==> src/rtl/drc_pkg.sv <==
// Shared DRC definitions: capture state machine state codes, RX mode codes
// and the RX scheduler state encoding, plus small decode helpers.
package drc_pkg;

  typedef enum logic [2:0] {
    CS_SLEEP       = 3'd0,
    CS_IDLE        = 3'd1,
    CS_ALIGN       = 3'd2,
    CS_CAPTURE     = 3'd3,
    CS_ERR_CORRECT = 3'd4
  } cs_state_e;

  typedef enum logic [1:0] {
    MODE_SLEEP       = 2'd0,
    MODE_SINGLE_SHOT = 2'd1,
    MODE_STREAM      = 2'd2,
    MODE_RSVD        = 2'd3
  } rx_mode_e;

  typedef enum logic [1:0] {
    SCH_OFF    = 2'd0,
    SCH_SINGLE = 2'd1,
    SCH_STREAM = 2'd2,
    SCH_SKIP   = 2'd3
  } sch_state_e;

  // True while the capture state machine is inside a frame (ALIGN/CAPTURE/ERR_CORRECT).
  function automatic logic cs_in_frame(input logic [2:0] st);
    return (st == CS_ALIGN) || (st == CS_CAPTURE) || (st == CS_ERR_CORRECT);
  endfunction

  // Reserved mode code is driven to the state machine as sleep.
  function automatic logic [1:0] mode_sanitize(input logic [1:0] mode);
    return (mode == MODE_RSVD) ? MODE_SLEEP : mode;
  endfunction

endpackage

==> src/rtl/drc_rx_scheduler_if.sv <==
// Link between the RX scheduler (master) and the capture state machine (slave).
interface drc_rx_scheduler_if;

  logic       cam_rx_en;
  logic [1:0] cam_rx_mode;
  logic       cam_rx_start;
  logic       cam_rx_start_qed;
  logic [2:0] cam_rx_state;
  logic       cam_frm_done;
  logic       cam_frm_err;

  modport master (
    output cam_rx_en,
    output cam_rx_mode,
    output cam_rx_start,
    input  cam_rx_start_qed,
    input  cam_rx_state,
    input  cam_frm_done,
    input  cam_frm_err
  );

  modport slave (
    input  cam_rx_en,
    input  cam_rx_mode,
    input  cam_rx_start,
    output cam_rx_start_qed,
    output cam_rx_state,
    output cam_frm_done,
    output cam_frm_err
  );

endinterface

==> src/rtl/drc_start_queue.sv <==
// Saturating counter of pending single-shot start requests with a sticky
// overflow flag. A push and a pop in the same cycle cancel out; a push while
// full is dropped and flagged; a pop while empty is ignored.
module drc_start_queue #(
  parameter int DEPTH = 4,
  parameter int CNT_W = $clog2(DEPTH + 1)
) (
  input  logic             clk,
  input  logic             rst_n,
  input  logic             push,
  input  logic             pop,
  input  logic             clr,
  input  logic             ovf_clr,
  output logic [CNT_W-1:0] cnt_nxt,
  output logic [CNT_W-1:0] cnt,
  output logic             ovf
);

  localparam logic [CNT_W-1:0] DEPTH_C = CNT_W'(DEPTH);

  logic [CNT_W-1:0] cnt_r;
  logic [CNT_W-1:0] cnt_nxt_s;
  logic             ovf_r;
  logic             full_s;
  logic             ovf_set_s;

  assign full_s = (cnt_r == DEPTH_C);

  // Next count and overflow detection; clear dominates everything.
  always_comb begin
    cnt_nxt_s = cnt_r;
    ovf_set_s = 1'b0;
    if (clr) begin
      cnt_nxt_s = {CNT_W{1'b0}};
    end else begin
      ovf_set_s = push & full_s;
      if (push && !pop) begin
        if (!full_s) begin
          cnt_nxt_s = cnt_r + CNT_W'(1);
        end else begin
          cnt_nxt_s = cnt_r;
        end
      end else if (pop && !push) begin
        if (cnt_r != {CNT_W{1'b0}}) begin
          cnt_nxt_s = cnt_r - CNT_W'(1);
        end else begin
          cnt_nxt_s = cnt_r;
        end
      end else begin
        cnt_nxt_s = cnt_r;
      end
    end
  end

  // Pending count register.
  always_ff @(posedge clk or negedge rst_n) begin
    if (!rst_n) begin
      cnt_r <= {CNT_W{1'b0}};
    end else begin
      cnt_r <= cnt_nxt_s;
    end
  end

  // Sticky overflow flag; software clear wins over a new overflow.
  always_ff @(posedge clk or negedge rst_n) begin
    if (!rst_n) begin
      ovf_r <= 1'b0;
    end else if (ovf_clr) begin
      ovf_r <= 1'b0;
    end else if (ovf_set_s) begin
      ovf_r <= 1'b1;
    end else begin
      ovf_r <= ovf_r;
    end
  end

  assign cnt_nxt = cnt_nxt_s;
  assign cnt     = cnt_r;
  assign ovf     = ovf_r;

endmodule

==> src/rtl/drc_rx_scheduler.sv <==
// DVP RX scheduler: turns CSR mode/start commands into enable/mode/start for
// the capture state machine, decimates stream frames, watchdogs stuck
// captures and aggregates frame/error status and the interrupt.
module drc_rx_scheduler
  import drc_pkg::*;
#(
  parameter int START_Q_DEPTH = 4,
  parameter int Q_CNT_W       = $clog2(START_Q_DEPTH + 1),
  parameter int SKIP_W        = 4,
  parameter int WDT_W         = 24,
  parameter int STS_CNT_W     = 16
) (
  input  logic                 clk,
  input  logic                 rst_n,
  input  logic                 csr_rx_en,
  input  logic [1:0]           csr_rx_mode,
  input  logic                 csr_start_wr,
  input  logic [SKIP_W-1:0]    csr_frm_skip,
  input  logic [WDT_W-1:0]     csr_wdt_limit,
  input  logic [2:0]           csr_irq_msk,
  input  logic                 csr_sts_clr,
  input  logic                 dvp_vsync_pls,
  drc_rx_scheduler_if.master   cam,
  output logic [Q_CNT_W-1:0]   sts_pend_cnt,
  output logic                 sts_q_ovf,
  output logic                 sts_wdt_to,
  output logic [STS_CNT_W-1:0] sts_frm_cnt,
  output logic [STS_CNT_W-1:0] sts_err_cnt,
  output logic                 irq
);

  sch_state_e           state_r;
  sch_state_e           state_nxt_s;
  logic [SKIP_W-1:0]    skip_cnt_r;
  logic [SKIP_W-1:0]    skip_nxt_s;
  logic                 start_nxt_s;
  logic                 start_r;
  logic                 rx_en_r;
  logic [1:0]           rx_mode_r;
  logic [1:0]           mode_prev_r;
  logic                 mode_chg_s;
  logic                 single_req_s;
  logic                 stream_req_s;
  logic [Q_CNT_W-1:0]   pend_nxt_s;
  logic [WDT_W-1:0]     wdt_cnt_r;
  logic                 wdt_act_s;
  logic                 wdt_evt_s;
  logic                 wdt_to_r;
  logic [STS_CNT_W-1:0] frm_cnt_r;
  logic [STS_CNT_W-1:0] err_cnt_r;
  logic                 irq_r;

  assign single_req_s = csr_rx_en && (csr_rx_mode == MODE_SINGLE_SHOT);
  assign stream_req_s = csr_rx_en && (csr_rx_mode == MODE_STREAM);
  assign mode_chg_s   = (csr_rx_mode != mode_prev_r);

  drc_start_queue #(
    .DEPTH (START_Q_DEPTH),
    .CNT_W (Q_CNT_W)
  ) u_start_queue (
    .clk     (clk),
    .rst_n   (rst_n),
    .push    (csr_start_wr),
    .pop     (cam.cam_rx_start_qed),
    .clr     (!single_req_s),
    .ovf_clr (csr_sts_clr),
    .cnt_nxt (pend_nxt_s),
    .cnt     (sts_pend_cnt),
    .ovf     (sts_q_ovf)
  );

  // Watchdog fires once the in-frame cycle count reaches a non-zero limit;
  // a frame completing or erroring in the same cycle is progress, not a hang.
  assign wdt_act_s = cs_in_frame(cam.cam_rx_state);
  assign wdt_evt_s = wdt_act_s && !cam.cam_frm_done && !cam.cam_frm_err &&
                     (csr_wdt_limit != {WDT_W{1'b0}}) && (wdt_cnt_r == csr_wdt_limit);

  // Count cycles spent inside a frame; restart on any frame event or timeout.
  always_ff @(posedge clk or negedge rst_n) begin
    if (!rst_n) begin
      wdt_cnt_r <= {WDT_W{1'b0}};
    end else if (!wdt_act_s || cam.cam_frm_done || cam.cam_frm_err || wdt_evt_s) begin
      wdt_cnt_r <= {WDT_W{1'b0}};
    end else begin
      wdt_cnt_r <= wdt_cnt_r + WDT_W'(1);
    end
  end

  // Scheduler next state, skip counter and start request for the next cycle.
  always_comb begin
    state_nxt_s = state_r;
    skip_nxt_s  = skip_cnt_r;
    start_nxt_s = 1'b0;
    case (state_r)
      SCH_OFF: begin
        if (single_req_s) begin
          state_nxt_s = SCH_SINGLE;
        end else if (stream_req_s) begin
          state_nxt_s = SCH_STREAM;
        end else begin
          state_nxt_s = SCH_OFF;
        end
      end
      SCH_SINGLE: begin
        state_nxt_s = SCH_SINGLE;
      end
      SCH_STREAM: begin
        if (cam.cam_frm_done && (csr_frm_skip != {SKIP_W{1'b0}})) begin
          state_nxt_s = SCH_SKIP;
          skip_nxt_s  = csr_frm_skip;
        end else begin
          state_nxt_s = SCH_STREAM;
        end
      end
      SCH_SKIP: begin
        if (dvp_vsync_pls) begin
          if (skip_cnt_r <= SKIP_W'(1)) begin
            state_nxt_s = SCH_STREAM;
            skip_nxt_s  = {SKIP_W{1'b0}};
          end else begin
            skip_nxt_s  = skip_cnt_r - SKIP_W'(1);
          end
        end else begin
          state_nxt_s = SCH_SKIP;
        end
      end
      default: begin
        state_nxt_s = SCH_OFF;
      end
    endcase

    // Disable, a mode change or a watchdog timeout parks the scheduler; the
    // state machine finishes any frame already in flight on its own.
    if (wdt_evt_s || ((state_r != SCH_OFF) && (!csr_rx_en || mode_chg_s))) begin
      state_nxt_s = SCH_OFF;
      skip_nxt_s  = {SKIP_W{1'b0}};
    end else begin
      state_nxt_s = state_nxt_s;
    end

    case (state_nxt_s)
      SCH_SINGLE: start_nxt_s = (pend_nxt_s != {Q_CNT_W{1'b0}});
      SCH_STREAM: start_nxt_s = 1'b1;
      default:    start_nxt_s = 1'b0;
    endcase
  end

  // Scheduler state, skip counter and registered control outputs.
  always_ff @(posedge clk or negedge rst_n) begin
    if (!rst_n) begin
      state_r     <= SCH_OFF;
      skip_cnt_r  <= {SKIP_W{1'b0}};
      start_r     <= 1'b0;
      rx_en_r     <= 1'b0;
      rx_mode_r   <= 2'd0;
      mode_prev_r <= 2'd0;
    end else begin
      state_r     <= state_nxt_s;
      skip_cnt_r  <= skip_nxt_s;
      start_r     <= start_nxt_s;
      rx_en_r     <= csr_rx_en;
      rx_mode_r   <= mode_sanitize(csr_rx_mode);
      mode_prev_r <= csr_rx_mode;
    end
  end

  // Status counters and sticky watchdog flag; software clear wins.
  always_ff @(posedge clk or negedge rst_n) begin
    if (!rst_n) begin
      frm_cnt_r <= {STS_CNT_W{1'b0}};
      err_cnt_r <= {STS_CNT_W{1'b0}};
      wdt_to_r  <= 1'b0;
    end else if (csr_sts_clr) begin
      frm_cnt_r <= {STS_CNT_W{1'b0}};
      err_cnt_r <= {STS_CNT_W{1'b0}};
      wdt_to_r  <= 1'b0;
    end else begin
      frm_cnt_r <= cam.cam_frm_done ? (frm_cnt_r + STS_CNT_W'(1)) : frm_cnt_r;
      err_cnt_r <= cam.cam_frm_err  ? (err_cnt_r + STS_CNT_W'(1)) : err_cnt_r;
      wdt_to_r  <= wdt_to_r | wdt_evt_s;
    end
  end

  // One-cycle interrupt pulse from the masked event sources.
  always_ff @(posedge clk or negedge rst_n) begin
    if (!rst_n) begin
      irq_r <= 1'b0;
    end else begin
      irq_r <= |({wdt_evt_s, cam.cam_frm_err, cam.cam_frm_done} & csr_irq_msk);
    end
  end

  assign cam.cam_rx_en    = rx_en_r;
  assign cam.cam_rx_mode  = rx_mode_r;
  assign cam.cam_rx_start = start_r;
  assign sts_wdt_to       = wdt_to_r;
  assign sts_frm_cnt      = frm_cnt_r;
  assign sts_err_cnt      = err_cnt_r;
  assign irq              = irq_r;

endmodule

==> src/flat_wrapper.sv <==
// flat-port wrapper written by rule: the top's interface ports become plain ports
module drc_rx_scheduler_flat import drc_pkg::*;
#(
  parameter int START_Q_DEPTH = 4,
  parameter int Q_CNT_W       = $clog2(START_Q_DEPTH + 1),
  parameter int SKIP_W        = 4,
  parameter int WDT_W         = 24,
  parameter int STS_CNT_W     = 16
)
  (clk, rst_n, csr_rx_en, csr_rx_mode, csr_start_wr, csr_frm_skip, csr_wdt_limit, csr_irq_msk, csr_sts_clr, dvp_vsync_pls, sts_pend_cnt, sts_q_ovf, sts_wdt_to, sts_frm_cnt, sts_err_cnt, irq, cam_cam_rx_en, cam_cam_rx_mode, cam_cam_rx_start, cam_cam_rx_start_qed, cam_cam_rx_state, cam_cam_frm_done, cam_cam_frm_err);
  drc_rx_scheduler_if cam_i ();
  input  logic clk;
  input  logic rst_n;
  input  logic csr_rx_en;
  input  logic [1:0] csr_rx_mode;
  input  logic csr_start_wr;
  input  logic [SKIP_W-1:0] csr_frm_skip;
  input  logic [WDT_W-1:0] csr_wdt_limit;
  input  logic [2:0] csr_irq_msk;
  input  logic csr_sts_clr;
  input  logic dvp_vsync_pls;
  output logic [Q_CNT_W-1:0] sts_pend_cnt;
  output logic sts_q_ovf;
  output logic sts_wdt_to;
  output logic [STS_CNT_W-1:0] sts_frm_cnt;
  output logic [STS_CNT_W-1:0] sts_err_cnt;
  output logic irq;
  output wire logic [$bits(cam_i.cam_rx_en)-1:0] cam_cam_rx_en;
  output wire logic [$bits(cam_i.cam_rx_mode)-1:0] cam_cam_rx_mode;
  output wire logic [$bits(cam_i.cam_rx_start)-1:0] cam_cam_rx_start;
  input wire logic [$bits(cam_i.cam_rx_start_qed)-1:0] cam_cam_rx_start_qed;
  input wire logic [$bits(cam_i.cam_rx_state)-1:0] cam_cam_rx_state;
  input wire logic [$bits(cam_i.cam_frm_done)-1:0] cam_cam_frm_done;
  input wire logic [$bits(cam_i.cam_frm_err)-1:0] cam_cam_frm_err;
  assign cam_cam_rx_en = cam_i.cam_rx_en;
  assign cam_cam_rx_mode = cam_i.cam_rx_mode;
  assign cam_cam_rx_start = cam_i.cam_rx_start;
  assign cam_i.cam_rx_start_qed = cam_cam_rx_start_qed;
  assign cam_i.cam_rx_state = cam_cam_rx_state;
  assign cam_i.cam_frm_done = cam_cam_frm_done;
  assign cam_i.cam_frm_err = cam_cam_frm_err;
  drc_rx_scheduler #(.START_Q_DEPTH(START_Q_DEPTH), .Q_CNT_W(Q_CNT_W), .SKIP_W(SKIP_W), .WDT_W(WDT_W), .STS_CNT_W(STS_CNT_W)) u_core (.clk(clk), .rst_n(rst_n), .csr_rx_en(csr_rx_en), .csr_rx_mode(csr_rx_mode), .csr_start_wr(csr_start_wr), .csr_frm_skip(csr_frm_skip), .csr_wdt_limit(csr_wdt_limit), .csr_irq_msk(csr_irq_msk), .csr_sts_clr(csr_sts_clr), .dvp_vsync_pls(dvp_vsync_pls), .cam(cam_i), .sts_pend_cnt(sts_pend_cnt), .sts_q_ovf(sts_q_ovf), .sts_wdt_to(sts_wdt_to), .sts_frm_cnt(sts_frm_cnt), .sts_err_cnt(sts_err_cnt), .irq(irq));
endmodule
==> config.mk <==
export PLATFORM = sky130hd
export DESIGN_NAME = drc_rx_scheduler_flat
export DESIGN_NICKNAME = d
export VERILOG_FILES = /design/src/rtl/drc_pkg.sv /design/src/rtl/drc_rx_scheduler_if.sv /design/src/rtl/drc_start_queue.sv /design/src/rtl/drc_rx_scheduler.sv /design/src/flat_wrapper.sv
export SDC_FILE = /design/constraint.sdc
export NUM_CORES = 1
export LEC_CHECK = 0
export BUFFER_PORTS_ARGS = -buffer_cell sky130_fd_sc_hd__clkbuf_2
export CAP_MARGIN = 20
export CORE_MARGIN = 8
export CORE_UTILIZATION = 40
export CTS_BUF_LIST = sky130_fd_sc_hd__clkbuf_8
export DETAILED_ROUTE_END_ITERATION = 8
export PLACE_DENSITY = 0.59
export SYNTH_ARGS = -nofsm -noshare
export SYNTH_HDL_FRONTEND = slang
export SYNTH_HIERARCHICAL = 1
export SYNTH_SLANG_ARGS = --single-unit
==> constraint.sdc <==
create_clock -name clk -period 2.7 [get_ports clk]
set_input_delay 0.135 -clock clk [delete_from_list [all_inputs] [get_ports clk]]
set_output_delay 0.135 -clock clk [all_outputs]
set_load 0.05 [all_outputs]
* After elaboration in Yosys (flattened, before gate mapping)
Cells that the tools add are included.
** Word-level totals
- Register bits after elaboration :: 74
- Output and inout port bits :: 42
- Word-level logic and storage cells :: 102
** Cells by class
- Add/subtract/negate cells :: 6
- Magnitude comparators :: 1
- Eq/ne operators :: 16
- Mux-type cells :: 28
- Bitwise operators :: 3
- Reductions and logical operators :: 35
** Operator list (count)
- $mux 16 :: 4
- $add 16x1->16 const B :: 2
- $add 24x1->24 const B :: 1
- $eq 24x24->1 :: 1
- $mux 24 :: 1
- $reduce_bool 24->1 :: 1
- $mux 4 :: 4
- $mux 3 :: 5
- $mux 2 :: 6
- $eq 2x2->1 const B :: 5
- $logic_and 1x1->1 :: 10
- $reduce_bool 3->1 :: 3
- $pmux 2 s4 :: 1
- $pmux 4 s2 :: 1
- $reduce_bool 2->1 :: 4
- $logic_or 1x1->1 :: 7
- $eq 2x1->1 const B :: 3
- $eq 3x2->1 const B :: 2
- $eq 3x3->1 const B :: 2
- $logic_not 1->1 :: 6
- $mux 1 :: 5
- $le 4x1->1 const B :: 1
- $reduce_bool 4->1 :: 1
- $sub 4x1->4 const B :: 1
- 12 further kinds :: 12

* Depth between registers and ports, before layout
Gate-level depths: netlist of run 1.
- Depth in word-level cells :: 11
- Depth in mapped cells :: 8

* By module
The synthesis of run 1 kept the hierarchy.
** By module, submodules not included
- drc_rx_scheduler :: times used 1, cells an instance 381, area each 3758.6 µm², seq. area each 1751.7 µm²
- drc_start_queue :: times used 1, cells an instance 31, area each 300.3 µm², seq. area each 100.1 µm²

* Least setup slack after synthesis of run 1
No wires, ideal clock.
- Path type :: register to register
- Start point :: register u_core.u_start_queue.cnt_r[0] (netlist: u_core/u_start_queue/cnt[0])
- End point :: register u_core.start_r (netlist: u_core/cam.cam_rx_start)
- Setup time :: 118 ps
- Arrival time :: 2084 ps
- Data required time :: 2582 ps
- Setup slack :: 498 ps
- Cell stages (with the launch flop) :: 9
- Period minus slack after synthesis :: 2202 ps
- Cell sequence :: dfrtp_1 > inv_1 > ha_1 > nand2b_1 > a22oi_1 > mux2_2 > or3_1 > a21oi_1 > nor2_1
** On the way
- Longest elaborated chain between the ends :: 7
- Elaborated cells on any way between the ends :: 11
** Ends and longest elaborated chain
- from (decl) :: line drc_start_queue.sv:21 : logic [CNT_W-1:0] cnt_r;
- from (signal assigned) :: line drc_start_queue.sv:58 : cnt_r <= {CNT_W{1'b0}};
- from (signal assigned) :: line drc_start_queue.sv:60 : cnt_r <= cnt_nxt_s;
- $sub 3x1->3 / $reduce_bool 3->1 (equally long branches) :: line drc_start_queue.sv:45, drc_start_queue.sv:44
- $mux 3 :: line drc_start_queue.sv:44 : if (cnt_r != {CNT_W{1'b0}}) begin
- $mux 3 :: line drc_start_queue.sv:43 : end else if (pop && !push) begin
- $mux 3 * :: line drc_start_queue.sv:37 : if (push && !pop) begin
- $mux 3 * :: line drc_start_queue.sv:33 : if (clr) begin
- named net u_core.pend_nxt_s[0] :: line drc_rx_scheduler.sv:44 : logic [Q_CNT_W-1:0] pend_nxt_s;
- $reduce_bool 3->1 * :: line drc_rx_scheduler.sv:142 : SCH_SINGLE: start_nxt_s = (pend_nxt_s != {Q_CNT_W{1'b0}});
- $pmux 1 s2 * :: line drc_rx_scheduler.sv:141 : case (state_nxt_s)
- named net u_core.start_nxt_s :: line drc_rx_scheduler.sv:36 : logic start_nxt_s;
- to (signal assigned) :: line drc_rx_scheduler.sv:160 : start_r <= start_nxt_s;
- to (decl) :: line drc_rx_scheduler.sv:37 : logic start_r;
The timed path passes the listed nets; every way through them passes the cells marked *.
A chain may end at the register's enable or synchronous reset.

* Worst setup path in the final report of run 1
- Start point :: register u_core.wdt_cnt_r[2]
- End point :: register u_core.start_r (netlist: u_core/cam.cam_rx_start)
** On the way
- Longest elaborated chain between the ends :: 6
- Elaborated cells on any way between the ends :: 7
** Ends and longest elaborated chain
- from (decl) :: line drc_rx_scheduler.sv:45 : logic [WDT_W-1:0] wdt_cnt_r;
- from (signal assigned) :: line drc_rx_scheduler.sv:81 : wdt_cnt_r <= {WDT_W{1'b0}};
- from (signal assigned) :: line drc_rx_scheduler.sv:83 : wdt_cnt_r <= {WDT_W{1'b0}};
- from (signal assigned) :: line drc_rx_scheduler.sv:85 : wdt_cnt_r <= wdt_cnt_r + WDT_W'(1);
- $eq 24x24->1 * :: line drc_rx_scheduler.sv:76 : (csr_wdt_limit != {WDT_W{1'b0}}) && (wdt_cnt_r == csr_wdt_limit);
- $logic_and 1x1->1 * :: line drc_rx_scheduler.sv:76
- $logic_or 1x1->1 * :: line drc_rx_scheduler.sv:134 : if (wdt_evt_s || ((state_r != SCH_OFF) && (!csr_rx_en || mode_chg_s))) begin
- $mux 2 * :: line drc_rx_scheduler.sv:134
- named net u_core.state_nxt_s[1] :: line drc_rx_scheduler.sv:33 : sch_state_e state_nxt_s;
- $eq 2x2->1 / $eq 2x1->1 (equally long branches) :: line drc_rx_scheduler.sv:141
- $pmux 1 s2 * :: line drc_rx_scheduler.sv:141
- named net u_core.start_nxt_s :: line drc_rx_scheduler.sv:36
Marked as above.

==> impl_metrics.yaml, run 1 <==
pwr:
  p_sw_share_pct: 32.7
  seqPwrFrac_pct: 49.0
  comb_power_share_pct: 18.2
  fin_total_pwr_uw: 2490
  cellPowerDensity_nw_per_um2: 515
  power.share.clock_pct: 32.7
  vdd_drop_max_v: 0.000309
  leakage_uw: 0.00230
  p_int_uw: 1680
  power.net_switching_uw: 815
logic_synthesis:
  ys_seq_elements: 74
  synthTopCellsByArea: "sky130_fd_sc_hd__dfrtp_1 (46%), sky130_fd_sc_hd__xor2_1 (13%), sky130_fd_sc_hd__nor2_1 (6.3%)"
  ys_types: 54
  postSynthNetCount: 467
  synth_sequential_area_ratio_pct: 45.6
  synth_most_common_cell: "sky130_fd_sc_hd__dfrtp_1"
  synth_ff_type: "sky130_fd_sc_hd__dfrtp_1"
  postSynthAreaPerCell_um2: 9.85
  synth_async_sr_flop_share_pct: 100
  post_synth_most_frequent_cells: "sky130_fd_sc_hd__dfrtp_1 (74), sky130_fd_sc_hd__nor2_1 (68), sky130_fd_sc_hd__xor2_1 (59), sky130_fd_sc_hd__nand2_1 (29), sky130_fd_sc_hd__nand3_1 (18)"
  netlist.top_cell.by_area: "sky130_fd_sc_hd__dfrtp_1"
  netlist.area_leader.share_pct: 45.6
  yosys_warnings: 6
  syn-instance-count: 412
  netlist_area_um2: 4060
  synth_enable_flop_cells: 0
timing:
  max_clock_freq_ghz: 0.414
  final_max_slew_viol_count: 0
  relative_slew_slack_pct: 36.8
  finalSetupViolCount: 0
  period_share_pct: 89.5
  period_minus_slack_ns: 2.42
  rsz0062_at_grt: "no"
  hold-worst-slack_ns: 0.0113
  slew_at_the_pin_closest_to_its_max_slew_limit_ns: 0.947
  setup-tns-final_ns: 0
  skew_ns: 0.0143
  final-hold-violation-count: 0
finish:
  area_delta_synth_final_pct: 19.1
  fillCellCount: 987
  drive_above_1_share_pct: 23.6
  finish.net_count: 558
  antenna_diode_count: 0
  final_core_util_pct: 49.2
  final_std_cells_w_o_fill: 641
worst_hold_path:
  worstHoldPathCells: 2
  start_point_of_the_worst_min_delay_path: "csr_irq_msk[2]"
  min-delay-path-class: "in2reg"
  timing.hold.worst_endpoint: "u_core/irq"
cts:
  clk-insertion-delay-late_ns: 0.35
  clk_transition_reported_paths_ns: 0.09
  postCtsSetupRepairBufs: 0
  ctsHtreeMaxLevel: 3
  cts_tree: "built"
  ctsLongestPathBuffers: 2
  cts.sinks: 74
  tritoncts.num_buffers: 9
  ctsRootBufferMaster: "sky130_fd_sc_hd__clkbuf_8"
  cts_repair_resize_count: 0
global_route:
  grt_max_degree: 75
  grt_antenna_before_repair: 0
  grt_pass1_vias: 3317
  gr-total-overflow: 0
  groute.usage.overall_pct: 15.2
  grt_first_pass_wirelength_um: 16300
floorplanning:
  placement_rows: 36
  io_pins: 87
  dieWidth_um: 117
  fp.dieH_um: 117
  core_region_um2: 9820
  fp.dieArea_um2: 13600
  starting_density_of_the_core_pct: 41.3
routing:
  via_per_inst: 5.08
  post-route-drc-count: 0
  dr_iter_0_viols: 170
  routed_wire_per_std_cell_um: 15.7
  drt.antenna.violating_nets: 0
  via_count: 3254
  route.final.wire_length_um: 10100
  first_pass_iters: 4
setup_path:
  worstPathMaxFanout: 8
  crit_type: "reg2reg"
  type_of_element_capturing_the_critical_path: "register"
  critical_path.startpoint_type: "register"
  regToRegEndpoint: "u_core/cam.cam_rx_start"
  regToRegStartpoint: "u_core/wdt_cnt_r[2]"
  max_incr_delay_on_cp_ns: 0.58
  timing.reg2reg.worst_path_depth: 8
  regToRegSetupSlack_ns: 0.28
  worst_path_slowest_cell: "sky130_fd_sc_hd__o41ai_4"
  critical_path.most_common_cell: "sky130_fd_sc_hd__nor2_1"
  path_delay_family: "simple AND/OR/NAND/NOR gates"
  worst-endpoint-required_ns: 2.94
  timing.critical_path.buf_inv: 0
  timing.critical_path.arrival_ns: 2.65
  path_cells: "xor2_1, nor4_2, nand4_2, o41ai_4, nor2_1, ha_1, a21oi_1, nor2_1"
place:
  hpwlAfterDp_um: 7280
  numPortBuffers: 86
  placed_cells: 621
  place.gp.congestion: 0.837
run_status:
  status: "finished clean"
flow_run:
  cap_violations: 0
-- cell families (layout without fill, tap and decap cells) --
family	count (synthesis)	after routing	synth area share, %
buffers and inverters	21	117	2.37
and+or+nand+nor	192	192	24.7
DFF	74	74	45.6
AOI/OAI and AO/OA	35	35	6.78
adders and majority gates	10	10	3.08
muxes	5	5	1.26
xor gates and xnor gates	75	75	16.2
-- stage by stage --
step	setup slack [ns]	instance area, µm²
CTS	0.262	4840
global placement	0.389	4610
global route	0.102	4840
floorplan	0.498	4060
detailed placement	0.290	4610
finish	0.283	4840
-- metal layers --
layer / global-route usage (%) / wire length [µm] / vias up
li1: - / - / 1607
met1: 19.6 / 4730 / 1567
met2: 23.9 / 4610 / 73
met3: 5.07 / 647 / 7
met4: 3.67 / 72 / 0
met5: 0 / 0 / -
-- worst max-delay path by stage --
stage	startpoint	to	slack, ns	cells past startpoint
3_3_place_gp	u_core/wdt_cnt_r[2]	u_core/cam.cam_rx_start	0.39	8
3_5_place_dp	u_core/wdt_cnt_r[2]	u_core/cam.cam_rx_start	0.29	8
2_1_floorplan	u_core/u_start_queue/cnt[0]	u_core/cam.cam_rx_start	0.50	8
4_1_cts	u_core/wdt_cnt_r[2]	u_core/cam.cam_rx_start	0.26	8
6_report	u_core/wdt_cnt_r[2]	u_core/cam.cam_rx_start	0.28	8
5_1_grt	u_core/wdt_cnt_r[2]	u_core/cam.cam_rx_start	0.10	8
-- flip-flops by register name, indices dropped and copies added (netlist names) --
name / cells
u_core/cam.cam_rx_en: 1
u_core/state_r: 2
u_core/cam.cam_rx_mode: 2
u_core/sts_frm_cnt: 16
u_core/wdt_cnt_r: 24
u_core/u_start_queue/cnt: 3
u_core/sts_err_cnt: 16
u_core/mode_prev_r: 2
u_core/irq: 1
u_core/skip_cnt_r: 4
u_core/sts_wdt_to: 1
u_core/cam.cam_rx_start: 1
u_core/u_start_queue/ovf: 1
-- cell usage in the layout, fill, tap and decap left out, drive strengths merged, types with 6 or more instances in the layout --
master / count
a21oi: 8
and3: 16
and4: 8
clkbuf: 94
dfrtp: 74
ha: 10
inv: 12
nand2: 30
nand3: 18
nand4: 13
nor2: 68
nor4: 16
o21ai: 8
or3: 6
xnor2: 16
xor2: 59
-- layout make-up --
cell class,count,area (µm²),area share (%)
Sequential cell,74,1850,38.3
Timing Repair Buffer,92,488,10.1
Inverter,9,33.8,0.699
Multi-Input combinational cell,317,2110,43.6
Clock inverter,7,61.3,1.27
Clock buffer,9,124,2.56
Tap cell,133,166,3.44
-- power groups by stage --
stage / clock network [µW] / registers, µW / logic (µW)
after global routing: 905 / 1230 / 510
after global placement: 0 / 1240 / 444
after CTS: 856 / 1220 / 459
after floorplan: 0 / 1280 / 260
after detailed placement: 0 / 1240 / 454
final: 815 / 1220 / 454
-- worst reg2reg max path, cell delays in order (launching register included) --
cell	delay [ns]
sky130_fd_sc_hd__dfrtp_1	0.46
sky130_fd_sc_hd__xor2_1	0.19
sky130_fd_sc_hd__nor4_2	0.31
sky130_fd_sc_hd__nand4_2	0.24
sky130_fd_sc_hd__o41ai_4	0.58
sky130_fd_sc_hd__nor2_1	0.13
sky130_fd_sc_hd__ha_1	0.22
sky130_fd_sc_hd__a21oi_1	0.11
sky130_fd_sc_hd__nor2_1	0.05
-- timing repair --
| item | CTS | global route |
|---|---|---|
| setup endpoints to repair | 0 | 0 |
| hold endpoints to repair | 79 | 0 |
| hold buffers | 4 | 0 |
Power figures use the tool's default switching activity.
==> run 2, diff against run 1 <==
- RECOVER_POWER: default -> 100
==> run 2 against run 1 <==
  * Critical path type unchanged
  * Via count rose by 0.61%
  * Non-clock buffer count stayed put
  * The flow now finishes with violations (max-capacitance violations, max-slew violations)
  * Clock power about the same
  * Sequential power hardly changed
  * Sequential share of layout area up 0.54 points
  * Global-route usage unchanged
  * Largest power group unchanged
  * Count of clock-buffer cells in the layout did not move
  * Flip-flop and latch count stayed put
  * Register-to-register slack is essentially flat
  * Critical path depth unchanged
  * Critical endpoint unchanged
  * First-iteration DRC count down 12%
  * Routed wire length shrank 0.15%
==> impl_metrics.yaml, run 2 (same netlist as run 1, synthesis figures left out) <==
timing:
  final-hold-violation-count: 0
  rsz0062_at_grt: "no"
  max_clock_freq_ghz: 0.413
  final_max_slew_viol_count: 75
  slew_at_the_pin_closest_to_its_max_slew_limit_ns: 1.84
  relative_slew_slack_pct: -22.9
  period_minus_slack_ns: 2.42
  period_share_pct: 89.6
  skew_ns: 0.0134
  finalSetupViolCount: 0
  layout_setup_ws_ns: 0.281
  setup-tns-final_ns: 0
routing:
  first_pass_iters: 4
  via_per_inst: 5.11
  route.final.wire_length_um: 10000
  routed_wire_per_std_cell_um: 15.7
  drt.antenna.violating_nets: 0
  via_count: 3274
  dr_iter_0_viols: 150
  post-route-drc-count: 0
finish:
  final_core_util_pct: 48.6
  final_cell_mix: "sky130_fd_sc_hd__dfrtp_1 (74), sky130_fd_sc_hd__nor2_1 (68), sky130_fd_sc_hd__xor2_1 (59)"
  area_delta_synth_final_pct: 17.5
  largest_reg_flops: 24
  register_name_with_the_most_flops: "u_core/wdt_cnt_r"
  sequential_cell_area_um2: 1850
  mostFrequentLayoutCell: "sky130_fd_sc_hd__dfrtp_1"
  multiInputGateArea_um2: 2100
  finish.instance_area_um2: 4770
  fillCellCount: 1002
  antenna_diode_count: 0
  finish.net_count: 558
  drive_above_1_share_pct: 14.4
cts:
  ctsHtreeMaxLevel: 3
  cts_tree: "built"
  ctsRootBufferMaster: "sky130_fd_sc_hd__clkbuf_8"
  tritoncts.num_buffers: 9
  clk-insertion-delay-late_ns: 0.35
  cts_repair_resize_count: 0
  ctsLongestPathBuffers: 2
  cts.sinks: 74
  clk_transition_reported_paths_ns: 0.09
setup_path:
  worst-endpoint-required_ns: 2.94
  timing.critical_path.arrival_ns: 2.66
  worstPathMaxFanout: 8
  crit_type: "reg2reg"
  type_of_element_capturing_the_critical_path: "register"
  regToRegSetupSlack_ns: 0.28
  critical_path.startpoint_type: "register"
pwr:
  cellPowerDensity_nw_per_um2: 521
  power.share.clock_pct: 32.8
  fin_total_pwr_uw: 2480
  seqPwrFrac_pct: 49.2
  leakage_uw: 0.00215
  vdd_drop_max_v: 0.000304
  comb_power_share_pct: 18.0
  p_int_uw: 1670
  p_sw_share_pct: 32.7
  power.net_switching_uw: 813
place:
  hpwlAfterDp_um: 7280
  numPortBuffers: 86
  place_area_um2: 4610
  dpl_worst_slack_ns: 0.290
  place.gp.congestion: 0.837
global_route:
  gr-total-overflow: 0
  grt_max_degree: 75
  groute.usage.overall_pct: 15.2
  grt_antenna_before_repair: 0
  grt_first_pass_wirelength_um: 16300
  grt_pass1_vias: 3317
run_status:
  status: "complete, but fails checks"
  failed_checks: "max-capacitance violations, max-slew violations"
floorplanning:
  placement_rows: 36
  dieWidth_um: 117
  fp.dieH_um: 117
  core_region_um2: 9820
  fp.dieArea_um2: 13600
  io_pins: 87
  starting_density_of_the_core_pct: 41.3
flow_run:
  cap_violations: 1
worst_hold_path:
  min-delay-path-class: "in2reg"
## run 2: cell type report
type                            count  area share (%)
Inverter                            9           0.708
Clock inverter                      7            1.29
Timing Repair Buffer               92            8.95
Sequential cell                    74            38.8
Tap cell                          133            3.49
Clock buffer                        9            2.60
Multi-Input combinational cell    317            44.1
## run 2: final timing paths
path / from / to / cells past startpoint
setup / recovery: u_core/wdt_cnt_r[2] / u_core/cam.cam_rx_start / 8
min in group asynchronous: rst_n / u_core/wdt_cnt_r[11] / 2
hold reg to reg: u_core/sts_wdt_to / u_core/sts_wdt_to / 1
hold / removal: csr_irq_msk[2] / u_core/irq / 2
max in group asynchronous: rst_n / u_core/sts_err_cnt[13] / 2
setup reg to reg: u_core/wdt_cnt_r[2] / u_core/cam.cam_rx_start / 8
## run 2: metrics by stage
| step | hold slack [ns] | cells |
|---|---|---|
| finish | 0.0163 | 641 |
| global route | 0.00320 | 641 |
| CTS | 0.00756 | 641 |
| detailed placement | 0.304 | 621 |
| global placement | 0.300 | 621 |
| floorplan | -0.161 | 412 |
## run 2: per-layer routing
layer / global-route usage, % / up-vias / wire [µm]
li1: - / 1608 / -
met1: 19.6 / 1575 / 4670
met2: 23.9 / 84 / 4620
met3: 5.07 / 7 / 675
met4: 3.67 / 0 / 71
met5: 0 / - / 0
## run 2: repair_timing
| item | 4_1_cts | 5_1_grt |
|---|---|---|
| hold endpoints to repair | 79 | 0 |
| buffers inserted | 0 | 0 |
| hold buffers | 4 | 0 |
| endpoints found under the setup margin | 0 | 0 |
## run 2: power by group through the flow
stage / sequential [µW] / combinational (µW) / clock (µW)
after floorplan: 1280 / 260 / 0
after global placement: 1240 / 444 / 0
after detailed placement: 1240 / 454 / 0
after CTS: 1220 / 459 / 856
after global routing: 1230 / 504 / 905
final: 1220 / 448 / 814
## run 2: worst max-delay path, stage by stage, from the launching register on
cell                      delay (ns)
sky130_fd_sc_hd__dfrtp_1        0.46
sky130_fd_sc_hd__xor2_1         0.19
sky130_fd_sc_hd__nor4_2         0.31
sky130_fd_sc_hd__nand4_2        0.25
sky130_fd_sc_hd__o41ai_4        0.58
sky130_fd_sc_hd__nor2_1         0.13
sky130_fd_sc_hd__ha_1           0.22
sky130_fd_sc_hd__a21oi_1        0.11
sky130_fd_sc_hd__nor2_1         0.05
